[src/rtl/spi_master_n.sv]
// Parametrised CPHA=0 SPI master: full-duplex shift, configurable width/divider/polarity.
// Optional chip-select generation with LEAD/TAIL setup and hold phases under `SPIM_CS_EN.
module spi_master_n #(
    parameter int WIDTH     = 24,
    parameter int DIV       = 1,
    parameter int CPOL      = 1,
    parameter int MSB_FIRST = 1
) (
    input  logic             clk,
    input  logic             resetn,
    input  logic             we,
    input  logic [WIDTH-1:0] tx,
    output logic             ready,
    output logic             running,
    output logic             done,
    output logic [WIDTH-1:0] rx,
    output logic             MOSI,
    input  logic             MISO,
    output logic             SCL
`ifdef SPIM_CS_EN
    ,
    output logic             CS_n
`endif
);

    localparam int DW = $clog2(DIV + 1);
    localparam int BW = $clog2(WIDTH + 1);
    localparam logic [DW-1:0] DIV_M1   = DW'(DIV - 1);
    localparam logic [BW-1:0] LAST_BIT = BW'(WIDTH - 1);
    localparam logic          SCL_IDLE = (CPOL != 0);

    localparam logic [1:0] IDLE = 2'd0;
    localparam logic [1:0] XFER = 2'd2;
`ifdef SPIM_CS_EN
    localparam logic [1:0] LEAD = 2'd1;
    localparam logic [1:0] TAIL = 2'd3;
`endif

    logic [1:0]       r_state;
    logic [DW-1:0]    r_div;
    logic [BW-1:0]    r_bit;
    logic [WIDTH-1:0] r_txsh;
    logic [WIDTH-1:0] r_rxsh;
    logic [WIDTH-1:0] r_rx;
    logic             r_scl;
    logic             r_done;
`ifdef SPIM_CS_EN
    logic             r_cs_n;
`endif
    logic             w_tx_bit;

    assign w_tx_bit = (MSB_FIRST != 0) ? r_txsh[WIDTH-1] : r_txsh[0];
    assign MOSI     = (r_state == XFER) && w_tx_bit;
    assign SCL      = r_scl;
    assign ready    = (r_state == IDLE);
    assign running  = (r_state != IDLE);
    assign done     = r_done;
    assign rx       = r_rx;
`ifdef SPIM_CS_EN
    assign CS_n     = r_cs_n;
`endif

    always_ff @(posedge clk or negedge resetn) begin
        if (!resetn) begin
            r_state <= IDLE;
            r_div   <= '0;
            r_bit   <= '0;
            r_txsh  <= '0;
            r_rxsh  <= '0;
            r_rx    <= '0;
            r_scl   <= SCL_IDLE;
            r_done  <= 1'b0;
`ifdef SPIM_CS_EN
            r_cs_n  <= 1'b1;
`endif
        end else begin
            r_done <= 1'b0;
            case (r_state)
                IDLE: begin
                    if (we) begin
                        r_txsh <= tx;
                        r_bit  <= '0;
                        r_div  <= DIV_M1;
`ifdef SPIM_CS_EN
                        r_state <= LEAD;
                        r_cs_n  <= 1'b0;
`else
                        r_state <= XFER;
`endif
                    end
                end
`ifdef SPIM_CS_EN
                LEAD: begin
                    if (r_div == '0) begin
                        r_div   <= DIV_M1;
                        r_state <= XFER;
                    end else begin
                        r_div <= r_div - DW'(1);
                    end
                end
`endif
                XFER: begin
                    if (r_div != '0) begin
                        r_div <= r_div - DW'(1);
                    end else begin
                        r_div <= DIV_M1;
                        r_scl <= ~r_scl;
                        // SCL still at idle level: this edge is the leading edge, sample MISO
                        if (r_scl == SCL_IDLE) begin
                            if (MSB_FIRST != 0)
                                r_rxsh <= {r_rxsh[WIDTH-2:0], MISO};
                            else
                                r_rxsh <= {MISO, r_rxsh[WIDTH-1:1]};
                        end else begin
                            r_bit <= r_bit + BW'(1);
                            if (r_bit == LAST_BIT) begin
`ifdef SPIM_CS_EN
                                r_state <= TAIL;
`else
                                r_state <= IDLE;
                                r_done  <= 1'b1;
                                r_rx    <= r_rxsh;
`endif
                            end else if (MSB_FIRST != 0) begin
                                r_txsh <= {r_txsh[WIDTH-2:0], 1'b0};
                            end else begin
                                r_txsh <= {1'b0, r_txsh[WIDTH-1:1]};
                            end
                        end
                    end
                end
`ifdef SPIM_CS_EN
                TAIL: begin
                    if (r_div == '0) begin
                        r_state <= IDLE;
                        r_done  <= 1'b1;
                        r_rx    <= r_rxsh;
                        r_cs_n  <= 1'b1;
                    end else begin
                        r_div <= r_div - DW'(1);
                    end
                end
`endif
                default: r_state <= IDLE;
            endcase
        end
    end

endmodule

[config.mk]
export PLATFORM = sky130hd
export DESIGN_NAME = spi_master_n
export DESIGN_NICKNAME = d
export VERILOG_FILES = /design/src/rtl/spi_master_n.sv
export SDC_FILE = /design/constraint.sdc
export NUM_CORES = 1
export LEC_CHECK = 0
export BUFFER_PORTS_ARGS = -buffer_cell sky130_fd_sc_hd__buf_2
export CORE_ASPECT_RATIO = 1.25
export CORE_UTILIZATION = 50
export CTS_CLUSTER_SIZE = 16
export DETAILED_ROUTE_END_ITERATION = 6
export GPL_ROUTABILITY_DRIVEN = 0
export PLACE_DENSITY = 0.82
export SLEW_MARGIN = 0
export SYNTH_ARGS = -nofsm -noshare
export SYNTH_HDL_FRONTEND = slang
export SYNTH_SLANG_ARGS = --single-unit
[constraint.sdc]
create_clock -name clk -period 2.2 [get_ports clk]
set_input_delay 0.66 -clock clk [delete_from_list [all_inputs] [get_ports clk]]
set_output_delay 0.66 -clock clk [all_outputs]
set_load 0.02 [all_outputs]
==> Yosys cells after proc, flatten, opt, wreduce, memory -nomap -nowiden <==
Cells that the tools add are included.
{ "word_totals": {"input_bits": 28, "wordCells": 51, "reg_bits": 82, "out_inout_bits": 29} }
{ "classes": {"n_mux": 21, "n_eq_ne": 7, "bitwise_logic": 2, "addsub": 2, "reduce_logical": 11} }
{ "ops": {"columns": ["cell", "count"], "rows": [
  ["$mux 24", 4],
  ["$pmux 24 s2", 1],
  ["$mux 5", 3],
  ["$reduce_and 4->1", 3],
  ["$pmux 5 s2", 1],
  ["$mux 2", 4],
  ["$ne 2x2->1 const B", 4],
  ["$mux 1", 6],
  ["$add 5x1->5 const B", 1],
  ["$eq 5x5->1 const B", 1],
  ["$reduce_and 5->1", 1],
  ["$pmux 2 s2", 1],
  ["$reduce_and 2->1", 2],
  ["$reduce_bool 2->1", 2],
  ["$reduce_and 3->1", 1],
  ["$eq 2x2->1 const B", 1],
  ["$logic_not 2->1", 1],
  ["$ne 2x1->1 const B", 1],
  ["$not 1->1", 2],
  ["$pmux 1 s2", 1],
  ["$logic_and 1x1->1", 1],
  ["$sub 1x1->1 const B", 1]
]} }

==> Depth between registers and ports, before layout <==
{ "depth": {"depth_word": 5, "depth_mapped": 6, "mapped_depth_nobuf": 4} }

==> Least setup slack after synthesis <==
No wires, ideal clock.
{ "synth_timing": {"path_kind": "register to output", "startpoint": "register r_state[1]", "endpoint": "output ready", "path_buffers": 2, "path_stages_with_launch": 4, "required_time_ps": 1540, "path_slack_ps": 353, "arrival_time_ps": 1187, "cell_sequence": "dfrtp_1 buf_1 inv_2 clkbuf_1"} }
{ "synth_via": {"elab_chain_cells": 1} }
{ "synth_lines": {"columns": ["element", "line", "text"], "rows": [
  ["start, declared", "39", "logic [1:0] r_state;"],
  ["start signal, assigned", "65", "r_state <= IDLE;"],
  ["start signal, assigned", "88", "r_state <= XFER;"],
  ["start signal, assigned", "120", "r_state <= IDLE;"],
  ["$logic_not 2->1", "55", "assign ready = (r_state == IDLE);"],
  ["end, declared", "13", "output logic ready,"]
]} }
No other way between the ends.

==> Final worst setup path <==
{ "layout_timing": {"startpoint": "register r_state[1]", "endpoint": "output MOSI"} }
{ "layout_via": {"elab_chain_cells": 2} }
{ "layout_lines": {"columns": ["element", "line", "text"], "rows": [
  ["$eq 2x2->1", "53", "assign MOSI = (r_state == XFER) && w_tx_bit;"],
  ["$logic_and 1x1->1", "53", null],
  ["end, declared", "17", "output logic MOSI,"]
]} }
No other way between the ends.

==> impl_metrics.ini <==
[grt]
grt_pass1_vias = 1986
grt_usage = 0.167
grt_pass1_wl_mm = 9.34
grt.overflow.total = 0
grt_max_degree = 44
antenna_found_initial = 0

[setup_path]
reg2reg_to = rx[23]
ff2ff_path_depth = 5
crit_fanout = 16
cp-start-kind = flop
crit_slowest_cell = dfrtp_2
endpoint_kind = output pin
crit_path_start = r_state[1]
rr_startpoint = r_bit[0]
crit_buf_inv = 2
required_ns = 1.54
crit_arrival_ns = 1.38
crit_family = flip-flops
critPathKind = reg -> out
max_stage_delay_ns = 0.46
crit_chain = buf_4 -> and2_1 -> buf_2
r2r_slack_ns = 0.41

[flow_run]
maxCapViolCount = 0

[pwr]
power.density_nw_per_um2 = 1340
power.leakage_uw = 0.00205
max-vdd-ir-drop_mv = 0.792

[synthesis]
synthArstFlopShare = 1.00
syn_inst = 222
ys_warn_count = 0
ys_types = 31
ys_seq_area_frac = 0.576
synth_ff_type = dfrtp_1
synth_edf_count = 0
synth.avg_cell_area_um2 = 15.7
ys_seq_elements = 80
syn_area_um2 = 3480
synth_nets = 251

[timing]
fin_crit_sh = 0.926
tightest_slew_ns = 0.578
slew_violations = 0
slew_headroom = 0.613
finalCriticalPeriod_ns = 2.04
final.setup_skew_ns = 0.00706
timing.hold.ws_ns = 0.275
rsz0062_at_grt = false
final-setup-viol-count = 0
fmax_mhz = 491
hold_violations = 0
tns_ns = 0

[clock_tree]
cts_tree = built
cts_root_buffer = clkbuf_8
cts_buffers = 9
cts_setup_buffers = 0
clk_pin_slew_ns = 0.08
cts_resized = 0
cts_hold_buf = 0
cts_max_level = 3
cts_buffer_depth = 2
cts.sinks = 80
insertion_delay_ns = 0.34

[drt]
vias = 1909
wire_per_inst_um = 14.3
drc_errors = 0
ant_nets = 0
drtIter0Drc = 64
dr.pass1.iters = 4
finalWirelength_mm = 5.32
via_per_inst = 5.13

[cells_and_area]
most-common-layout-cells = 78 x dfrtp_1, 55 x buf_2, 51 x mux2_1, 25 x mux2_2, 18 x mux2_4
diodes = 0
final_common_cell = dfrtp_1
syn_to_final_growth_pct = 17.2
fillers = 529
fin_nets = 309
drive_above_1_share = 0.442

[die]
start_util = 0.523
rows = 33
die_w_um = 76.6
dieArea_um2 = 7300
fp.coreArea_um2 = 6650
die-height_um = 95.3
io_pins = 57

[hold_path]
min_path_type = in -> async

[placement]
dp_hpwl_mm = 3.52
io_buffers = 56

[outcome]
outcome = finished clean
## where the power goes
| part | internal [µW] | switching, µW | leakage [µW] |
|---|---|---|---|
| Combinational | 986 | 806 | 0.000902 |
| Clock | 699 | 518 | 0.000119 |
| Sequential | 2050 | 381 | 0.00103 |
| Total | 3740 | 1710 | 0.00205 |
## routing by layer
metal | vias to the layer above | track usage | wire (µm)
met5 | - | 0 | 0
met4 | 0 | 0.0913 | 76
met3 | 7 | 0.0411 | 213
met2 | 52 | 0.274 | 2480
met1 | 947 | 0.206 | 2550
li1 | 903 | - | -
## worst reg2reg max path, cell delays in order (launching register included)
cell,delay [ns]
dfrtp_1,0.41
ha_1,0.21
and4b_4,0.27
and3b_1,0.21
buf_12,0.22
mux2_1,0.35
## area by class of cell
| class | count | area (µm²) | area share |
|---|---|---|---|
| clock inverters | 5 | 78.8 | 0.0193 |
| well taps | 87 | 109 | 0.0267 |
| flip-flops and latches | 80 | 2000 | 0.492 |
| repair buffers | 61 | 358 | 0.0878 |
| clock buffers | 11 | 151 | 0.0372 |
| multi-input cells | 127 | 1370 | 0.336 |
| inverters | 1 | 3.75 | 0.000921 |
## how the worst max path moves through the flow
stage,depth (start not counted),endpoint
after global routing,3,MOSI
final,3,MOSI
after CTS,3,MOSI
after floorplan,3,ready
after global placement,5,r_txsh[11]
after detailed placement,5,r_txsh[19]
## cell families after synthesis
logic type               share of synthesized area
XOR/XNOR                                    0.0126
AO/OA/AOI/OAI                               0.0173
adder cells (fa/ha/maj)                    0.00360
AND/OR/NAND/NOR                             0.0309
multiplexers                                 0.329
buffers and inverters                       0.0302
flip-flops                                   0.576
## sequential cells by signal (all words and copies together) (netlist names)
signal and count:
SCL 1, done 1, r_bit 5, r_rxsh 24, r_state 1, r_txsh 24
rx 24
## cells in the mapped netlist, drive strengths merged, types with 2 or more instances
library cell / number / area [µm²]
nand3: 2 / 10.0
xor2: 4 / 35.0
nand4b: 2 / 17.5
nand2b: 2 / 12.5
nor2: 2 / 7.51
nand2: 6 / 25.0
mux2: 94 / 1130
o22ai: 5 / 31.3
clkbuf: 4 / 16.3
dfrtp: 79 / 1980
buf: 10 / 85.1
mux2i: 2 / 20.0
## stage by stage
stage	total power [µW]	instances	setup WS (ns)	area, µm²	utilization
global placement	4200	356	0.415	3840	0.578
global route	5800	372	0.0820	4080	0.613
floorplan	3800	222	0.353	3480	-
detailed placement	4280	356	0.375	3840	0.578
finish	5440	372	0.162	4080	0.613
CTS	5520	372	0.0486	4070	0.613
No activity file was read; power rests on OpenSTA's default activity.
